## src/rtl/camera_capture_sequencer.sv

```systemverilog
// Per-command capture sequencer: presence check, trigger, frame supervision, line count and error report.
// Build option: define CAM_RESET_PULSE_EN to pulse the selected camera's reset before each trigger.
module camera_capture_sequencer #(
  parameter int unsigned TRIG_CYCLES    = 16,
  parameter logic [23:0] TIMEOUT_CYCLES = 24'd1_000_000,
  parameter int unsigned RESET_CYCLES   = 64
) (
  input  logic        sysClk,
  input  logic        hard_reset_n,
  input  logic        cmd_valid,
  output logic        cmd_ready,
  input  logic        cmd_cam_id,
  input  logic [10:0] cmd_lines,
  input  logic [1:0]  cam_present,
  input  logic        fv_0,
  input  logic        fv_1,
  input  logic        lv_0,
  input  logic        lv_1,
  output logic        trigger_0,
  output logic        trigger_1,
  output logic        reset_0,
  output logic        reset_1,
  output logic        cam_sel,
  output logic        capture_active,
  output logic [10:0] line_count,
  output logic        camera_id_error_flag,
  output logic        camera_timeout_error_flag,
  output logic        image_capture_failure_flag,
  output logic        camera_not_detected_flag,
  output logic        error_flag_valid
);

  localparam logic [2:0] S_IDLE    = 3'd0;
`ifdef CAM_RESET_PULSE_EN
  localparam logic [2:0] S_CRST    = 3'd1;
`endif
  localparam logic [2:0] S_TRIG    = 3'd2;
  localparam logic [2:0] S_WAIT_FV = 3'd3;
  localparam logic [2:0] S_CAPTURE = 3'd4;
  localparam logic [2:0] S_REPORT  = 3'd5;

  // One shared counter times the reset pulse, the trigger pulse and both timeouts.
  localparam int unsigned TIMEOUT_INT = 32'(TIMEOUT_CYCLES);
  localparam int unsigned MAX_PULSE   = (TRIG_CYCLES > RESET_CYCLES) ? TRIG_CYCLES : RESET_CYCLES;
  localparam int unsigned CNT_MAX     = (MAX_PULSE > TIMEOUT_INT) ? MAX_PULSE : TIMEOUT_INT;
  localparam int unsigned CW          = $clog2(CNT_MAX + 1);
  localparam logic [CW-1:0] TRIG_LAST    = CW'(TRIG_CYCLES - 1);
  localparam logic [CW-1:0] TIMEOUT_LAST = CW'(TIMEOUT_INT - 1);
`ifdef CAM_RESET_PULSE_EN
  localparam logic [CW-1:0] RESET_LAST   = CW'(RESET_CYCLES - 1);
`endif
  localparam logic [10:0] LINE_MAX = 11'h7FF;

  logic [2:0]    state_q, state_d;
  logic [CW-1:0] cnt_q, cnt_d;
  logic          cam_sel_q, cam_sel_d;
  logic [10:0]   lines_q, lines_d;
  logic [10:0]   line_count_q, line_count_d;
  logic          id_err_q, id_err_d;
  logic          timeout_err_q, timeout_err_d;
  logic          fail_q, fail_d;
  logic          not_det_q, not_det_d;
  logic          efv_q, efv_d;
  logic          cmd_ready_q, cmd_ready_d;
  logic          active_q, active_d;
  logic [1:0]    trigger_q, trigger_d;
  logic [1:0]    fv_q, lv_q;
  logic [1:0]    fv_s, lv_s;
  logic          accept_s, fv_rise_s, fv_fall_s, lv_rise_s, xt_rise_s;

  assign fv_s      = {fv_1, fv_0};
  assign lv_s      = {lv_1, lv_0};
  assign accept_s  = cmd_valid & cmd_ready_q;
  assign fv_rise_s = fv_s[cam_sel_q] & ~fv_q[cam_sel_q];
  assign fv_fall_s = ~fv_s[cam_sel_q] & fv_q[cam_sel_q];
  assign lv_rise_s = lv_s[cam_sel_q] & ~lv_q[cam_sel_q];
  assign xt_rise_s = fv_s[~cam_sel_q] & ~fv_q[~cam_sel_q];

  // Next-state, counter, flag and registered-output computation.
  always_comb begin
    state_d       = state_q;
    cnt_d         = cnt_q;
    cam_sel_d     = cam_sel_q;
    lines_d       = lines_q;
    line_count_d  = line_count_q;
    id_err_d      = id_err_q;
    timeout_err_d = timeout_err_q;
    fail_d        = fail_q;
    not_det_d     = not_det_q;
    case (state_q)
      S_IDLE: begin
        if (accept_s) begin
          cam_sel_d     = cmd_cam_id;
          lines_d       = cmd_lines;
          line_count_d  = 11'd0;
          id_err_d      = 1'b0;
          timeout_err_d = 1'b0;
          fail_d        = 1'b0;
          cnt_d         = {CW{1'b0}};
          if (!cam_present[cmd_cam_id]) begin
            not_det_d = 1'b1;
            state_d   = S_REPORT;
          end else begin
            not_det_d = 1'b0;
`ifdef CAM_RESET_PULSE_EN
            state_d   = S_CRST;
`else
            state_d   = S_TRIG;
`endif
          end
        end else begin
          state_d = S_IDLE;
        end
      end
`ifdef CAM_RESET_PULSE_EN
      S_CRST: begin
        if (cnt_q == RESET_LAST) begin
          cnt_d   = {CW{1'b0}};
          state_d = S_TRIG;
        end else begin
          cnt_d = cnt_q + CW'(1);
        end
      end
`endif
      S_TRIG: begin
        if (cnt_q == TRIG_LAST) begin
          cnt_d   = {CW{1'b0}};
          state_d = S_WAIT_FV;
        end else begin
          cnt_d = cnt_q + CW'(1);
        end
      end
      S_WAIT_FV: begin
        // A frame start beats a timeout landing in the same cycle.
        if (fv_rise_s) begin
          cnt_d   = {CW{1'b0}};
          state_d = S_CAPTURE;
        end else if (cnt_q == TIMEOUT_LAST) begin
          timeout_err_d = 1'b1;
          state_d       = S_REPORT;
        end else begin
          cnt_d = cnt_q + CW'(1);
        end
      end
      S_CAPTURE: begin
        if (xt_rise_s) begin
          id_err_d = 1'b1;
        end else begin
          id_err_d = id_err_q;
        end
        if (fv_fall_s) begin
          state_d = S_REPORT;
          fail_d  = (line_count_q != lines_q) ? 1'b1 : fail_q;
        end else begin
          if (lv_rise_s && fv_s[cam_sel_q] && (line_count_q != LINE_MAX)) begin
            line_count_d = line_count_q + 11'd1;
          end else begin
            line_count_d = line_count_q;
          end
          if (cnt_q == TIMEOUT_LAST) begin
            fail_d  = 1'b1;
            state_d = S_REPORT;
          end else begin
            cnt_d = cnt_q + CW'(1);
          end
        end
      end
      S_REPORT: begin
        state_d = S_IDLE;
      end
      default: begin
        state_d = S_IDLE;
      end
    endcase
    efv_d        = (state_d == S_REPORT);
    cmd_ready_d  = (state_d == S_IDLE);
    active_d     = (state_d != S_IDLE) && (state_d != S_REPORT);
    trigger_d[0] = (state_d == S_TRIG) && !cam_sel_d;
    trigger_d[1] = (state_d == S_TRIG) && cam_sel_d;
  end

  // State, datapath and output registers.
  always_ff @(posedge sysClk or negedge hard_reset_n) begin
    if (!hard_reset_n) begin
      state_q       <= S_IDLE;
      cnt_q         <= {CW{1'b0}};
      cam_sel_q     <= 1'b0;
      lines_q       <= 11'd0;
      line_count_q  <= 11'd0;
      id_err_q      <= 1'b0;
      timeout_err_q <= 1'b0;
      fail_q        <= 1'b0;
      not_det_q     <= 1'b0;
      efv_q         <= 1'b0;
      cmd_ready_q   <= 1'b1;
      active_q      <= 1'b0;
      trigger_q     <= 2'b00;
      fv_q          <= 2'b00;
      lv_q          <= 2'b00;
    end else begin
      state_q       <= state_d;
      cnt_q         <= cnt_d;
      cam_sel_q     <= cam_sel_d;
      lines_q       <= lines_d;
      line_count_q  <= line_count_d;
      id_err_q      <= id_err_d;
      timeout_err_q <= timeout_err_d;
      fail_q        <= fail_d;
      not_det_q     <= not_det_d;
      efv_q         <= efv_d;
      cmd_ready_q   <= cmd_ready_d;
      active_q      <= active_d;
      trigger_q     <= trigger_d;
      fv_q          <= fv_s;
      lv_q          <= lv_s;
    end
  end

`ifdef CAM_RESET_PULSE_EN
  logic [1:0] cam_rst_n_q, cam_rst_n_d;

  assign cam_rst_n_d[0] = !((state_d == S_CRST) && !cam_sel_d);
  assign cam_rst_n_d[1] = !((state_d == S_CRST) && cam_sel_d);

  // Active-low camera reset pulse register.
  always_ff @(posedge sysClk or negedge hard_reset_n) begin
    if (!hard_reset_n) begin
      cam_rst_n_q <= 2'b11;
    end else begin
      cam_rst_n_q <= cam_rst_n_d;
    end
  end

  assign reset_0 = cam_rst_n_q[0];
  assign reset_1 = cam_rst_n_q[1];
`else
  assign reset_0 = 1'b1;
  assign reset_1 = 1'b1;
`endif

  assign cmd_ready                  = cmd_ready_q;
  assign trigger_0                  = trigger_q[0];
  assign trigger_1                  = trigger_q[1];
  assign cam_sel                    = cam_sel_q;
  assign capture_active             = active_q;
  assign line_count                 = line_count_q;
  assign camera_id_error_flag       = id_err_q;
  assign camera_timeout_error_flag  = timeout_err_q;
  assign image_capture_failure_flag = fail_q;
  assign camera_not_detected_flag   = not_det_q;
  assign error_flag_valid           = efv_q;

endmodule

```

## config.mk

```make
export PLATFORM = sky130hd
export DESIGN_NAME = camera_capture_sequencer
export DESIGN_NICKNAME = d
export VERILOG_FILES = /design/src/rtl/camera_capture_sequencer.sv
export SDC_FILE = /design/constraint.sdc
export NUM_CORES = 1
export LEC_CHECK = 0
export ABC_AREA = 0
export BUFFER_PORTS_ARGS = -buffer_cell sky130_fd_sc_hd__buf_2
export CAP_MARGIN = 20
export CORE_MARGIN = 5
export CORE_UTILIZATION = 30
export CTS_CLUSTER_SIZE = 25
export DETAILED_ROUTE_END_ITERATION = 16
export PLACE_DENSITY = 0.56
export SLEW_MARGIN = 15
export SYNTH_ARGS = -nofsm -noshare
export SYNTH_HDL_FRONTEND = slang
export SYNTH_SLANG_ARGS = --single-unit
```

## constraint.sdc

```tcl
create_clock -name sysClk -period 2.72 [get_ports sysClk]
set_clock_uncertainty 0.1 [all_clocks]
set_input_delay 0.272 -clock sysClk [delete_from_list [all_inputs] [get_ports sysClk]]
set_output_delay 0.272 -clock sysClk [all_outputs]
set_load 0.05 [all_outputs]
```

# [Word level (Yosys, flattened, before mapping)]
# Cells that the tools add are included.
[word_totals] regBits=59 in_bits=21 output_inout_bits=23 word_cells=109
[op_classes] add_sub_neg=2 n_lt_le_gt_ge=3 eq_ne=18 n_mux=43 bitwise_logic=10 reduce_logical=18
[ops] op="$mux 20" count=5
[ops] op="$pmux 20 s4" count=1
[ops] op="$mux 11" count=3
[ops] op="$mux 1" count=23
[ops] op="$pmux 11 s2" count=1
[ops] op="$add 20x1->20 const B" count=1
[ops] op="$eq 20x20->1 const B" count=1
[ops] op="$eq 20x4->1 const B" count=1
[ops] op="$mux 3" count=6
[ops] op="$ne 2x2->1 const B" count=6
[ops] op="$pmux 3 s4" count=1
[ops] op="$reduce_and 4->1" count=3
[ops] op="$add 11x1->11 const B" count=1
[ops] op="$ne 11x11->1" count=1
[ops] op="$ne 11x11->1 const B" count=1
[ops] op="$eq 3x2->1 const B" count=3
[ops] op="$ne 3x3->1 const B" count=3
[ops] op="$eq 3x3->1 const B" count=2
[ops] op="$logic_not 3->1" count=2
[ops] op="$lt 1x2->1 const B" count=3
[ops] op="$pmux 1 s2" count=3
[ops] op="$reduce_and 3->1" count=2
[ops] op="$and 1x1->1" count=5
[ops] op="$logic_and 1x1->1" count=5
[ops] op="other kinds (6)" count=11

# [Longest topological paths before layout]
[logic_depth] depth_word=9 depth_mapped=8 depth_no_buf=7

# [Worst setup path before layout]
# No wires, ideal clock.
[synth_timing] path_kind="flip-flop to flip-flop" from="register cmd_ready_q (netlist: cmd_ready)" to="register cnt_q[13]" setup_time_ns=0.121 arrival_ns=2.048 path_slack_ns=0.452 path_stages_with_launch=8 path_buffers=2 synth_period_minus_slack_ns=2.268 cell_sequence="dfstp_2 nand2_1 or2_2 clkbuf_1 o221ai_2 clkbuf_1 o21ai_0 a22o_1"
[synth_between] elab_chain_cells=3
[synth_rtl] item="start: declaration" line="64" text="logic cmd_ready_q, cmd_ready_d;"
[synth_rtl] item="start signal: assignment" line="211" text="cmd_ready_q <= cmd_ready_d;"
[synth_rtl] item="$and 1x1->1" line="73" text="assign accept_s = cmd_valid & cmd_ready_q;"
[synth_rtl] item="$ne 2x2->1 (no line)"
[synth_rtl] item="$reduce_and 3->1 (no line)"
[synth_rtl] item="end signal: assignment" line="186" text="cnt_q <= {CW{1'b0}};"
[synth_rtl] item="end signal: assignment" line="202" text="cnt_q <= cnt_d;"
[synth_rtl] item="end: declaration" line="55" text="logic [CW-1:0] cnt_q, cnt_d;"
# Every way passes these cells.
# A chain may end at the register's enable or synchronous reset.

# [Final worst setup path]
[layout_timing] from="register cnt_q[0]" to="register cnt_q[3]"
[layout_between] elab_chain_cells=4 word_cells_on_any_way=8 classes_between="add/sub: 1; eq/ne: 2; mux: 5"
[layout_rtl] item="$add 20x1->20 / $eq 20x20->1 (equally long branches)"
[layout_rtl] item="$mux 20" line="138, 160"
[layout_rtl] item="$mux 20 (on tied branches)" line="151, 135"
[layout_rtl] item="$pmux 20 s4 *" line="90" text="case (state_q)"
# Mark *: on every way between the ends. The rest lies on a longest branch, timed or not. The select of a mux whose other input is x is not followed.

==> summary.md <==
| Metric | Value |
|---|---|
| Run status | `finished, violations left` |
| Failing checks | `negative hold slack` |
| Largest net degree at the start of global routing | `60` |
| Port Buf Inserts | `41` |
| Post-Syn Area per Cell | `9.03 um2` |
| Sequential share of the synthesized area | `45.2%` |
| DR top layer | `met4` |
| Worst slew pin tran | `766 ps` |
| Critical R2R Launch | `cnt_q[0]` |
| Netlist Area Pre-Place | `0.00327 mm2` |
| WS Path Type | `reg2reg` |
| Synth warnings | `0` |
| Routed wl met2 | `3.82 mm` |
| Commonest non-fill, non-tap cell in the layout | `nand2_1` |
| CTS tree | `done` |
| Slowest CP cell | `dfrtp_1` |
| Required time of the critical path | `2840 ps` |
| CP max stage delay | `410 ps` |
| Post_cts resized | `0` |
| Hold Crit Class | `in2async` |
| Max Cap Viol | `0` |
| CTS clk-pin slew, worst paths | `roughly 70 ps` |
| Hpwl dp | `between 5 and 6 mm` |
| Fin Hold WS | `-21.9 ps` |
| Crit path DAT | `roughly 2600 ps` |
| Ys flop type | `dfrtp_1` |
| TritonCTS buffer count | `9` |
| Diodes inserted | `0` |
| Sum of routed wire segments on met1 | `3.93 mm` |
| Chip height | `114 um` |
| Critical path depth | `7` |
| Global-route wire length before repair | `roughly 14 mm` |
| Final Hold Fails | `32` |
| Synth Instances | `362` |
| Routed wire length | `a little over 8 mm` |
| Initial Util | `between 30% and 40%` |
| Die Area | `0.0131 mm2` |
| Vias | `about 2,900` |
| Finished Layout Cells | `557` |
| Synth top area share | `between 40% and 50%` |
| Max clock buf depth | `2` |
| Fraction of registers with async set/reset | `100%` |
| GPL Wtd Cong | `0.875` |
| CTS root buf | `clkbuf_8` |
| Vias in the first global route | `2,748` |
| Crit. End Element | `flop` |
| Commonest non-fill, non-tap cells in the layout | `nand2_1 (73), dfrtp_1 (58), buf_2 (41)` |
| Placement row count | `38` |
| Syn-to-layout area delta | `18.2%` |
| CP top delay family | `compound AO/OA/AOI/OAI gates` |
| Pins over their slew limit | `0` |
| Area contributors post-synth | `dfrtp_1 (44%), nand2_1 (8.4%), o21ai_0 (4.4%)` |
| Synth cell types | `64` |
| Floorplan core area | `0.0107 mm2` |
| Rel. slew slack | `49.0%` |
| I/O Pins | `44` |
| Synth area leader | `dfrtp_1` |
| Nets | `435` |
| CTS H-tree lvls | `3` |
| Seq cells post-synth | `59` |
| Overall power | `3.51 mW` |
| R2R depth | `7` |
| R2r endpoint | `cnt_q[3]` |
| Pre-antenna DRT Iters | `4` |
| Die width | `around 110 um` |
| Layout cells sized above 1 | `19.4%` |
| Via-to-Cell Ratio | `just over 5` |
| Drt drc | `0` |
| Total Routing Usage GR | `13.2%` |
| Leakage | `1.82 nW` |
| Global route total overflow | `0` |
| Startpoint types | `flop` |
| Peak VDD IR | `461 uV` |
| Pwr Density | `909 mW/mm2` |
| Initial antenna violation count | `0` |
| TNS Setup | `0 ps` |
| WP buf/inv | `0` |
| Peak fanout along the critical path | `14` |
| Flop-to-flop setup slack | `270 ps` |
| Final Setup Violations | `0` |
| DR WL/cell | `14.8 um` |
| Clock Latency Late Sink | `350 ps` |
| Min cycle time layout | `2450 ps` |
| Initial drt markers | `about 140` |
| RSZ-0062 raised after global routing | `false` |
| Final core utilization | `36.0%` |
| Fmax | `409 MHz` |
| Sink Count | `between 50 and 60` |
| Tcrit/Tclk final | `~90%` |
| WL met3 | `~440 um` |
| Antenna Nets Post-Route | `0` |
| Post-synth EDFFs | `0` |
| CP cell instances | `ha_1 > nand4_1 > nand4bb_4 > o32ai_2 > a21oi_2 > and3_1 > a211o_1` |
| Placed cell count | `537` |
==> cell families (layout without fill, tap and decap cells) <==
family,count (synthesis),after routing,share of synthesized area (%)
AND/OR/NAND/NOR,185,185,29.5
AO/OA/AOI/OAI,78,78,16.5
flip-flops,59,59,45.2
buffers and inverters,18,72,2.79
XOR/XNOR,17,17,4.55
adder cells (fa/ha/maj),2,2,0.765
multiplexers,2,2,0.650
other,1,2,0.115
==> sequential cells by signal (all words and copies together), names as in the netlist <==
name and cells:
line_count 11, camera_id_error_flag 1, fv_q 2, camera_timeout_error_flag 1, image_capture_failure_flag 1, lines_q 11
cmd_ready 1, capture_active 1, cnt_q 20, error_flag_valid 1, trigger_q 2, cam_sel 1
state_q 3, lv_q 2, camera_not_detected_flag 1
==> worst reg2reg max path: stages, from the launching register on <==
cell and delay [ps]:
dfrtp_1 410, ha_1 230, nand4_1 230, nand4bb_4 320, o32ai_2 310, a21oi_2 230, and3_1 240, a211o_1 260
==> synthesized netlist by cell type, drive strengths merged, types with 7 or more instances <==
cell type and n:
nor3 14, o21ai 29, buf 10, nand4 9
nand3 17, dfrtp 58, and3 7, xor2 16
nor4 10, a21oi 13, nand2 73, nor2 27
==> stage by stage <==
stage	hold slack (ps)	setup slack (ps)	area, um2
2_1_floorplan	-124	452	3270
3_3_place_gp	299	385	3630
3_5_place_dp	300	306	3630
4_1_cts	0.733	279	3860
5_1_grt	16.3	130	3860
6_report	-21.9	274	3860
==> area by class of cell <==
| cell class | count | area [um2] |
|---|---|---|
| tap | 140 | 175 |
| clock inverter | 6 | 66.3 |
| clock buffer | 10 | 128 |
| inverter | 4 | 15.0 |
| multi-input combinational | 286 | 1710 |
| timing repair buffer | 52 | 298 |
| sequential | 59 | 1480 |
| fill | 1138 | 6880 |
==> per-layer routing <==
| metal | track usage, % | vias up |
|---|---|---|
| li1 | - | 1408 |
| met1 | 17.8 | 1374 |
| met2 | 21.0 | 74 |
| met3 | 3.07 | 5 |
| met4 | 4.43 | 0 |
| met5 | 0 | - |
==> where the power goes <==
part           total, mW  switching (mW)  internal, mW
Combinational       1.47           0.990         0.476
Clock              0.804           0.382         0.423
Sequential          1.24           0.175          1.07
Total               3.51            1.55          1.97
==> timing repair <==
item | 4_1_cts | 5_1_grt
buffers inserted | 0 | 0
hold endpoints to repair | 4 | 0
hold buffers | 4 | 0
endpoints found under the setup margin | 0 | 0
==> worst max path at each step <==
stage	from	to
2_1_floorplan	cmd_ready	cnt_q[13]
3_3_place_gp	cnt_q[0]	cnt_q[3]
3_5_place_dp	cnt_q[0]	cnt_q[3]
4_1_cts	cnt_q[0]	cnt_q[3]
5_1_grt	cnt_q[0]	cnt_q[3]
6_report	cnt_q[0]	cnt_q[3]
Power figures use the tool's default switching activity.
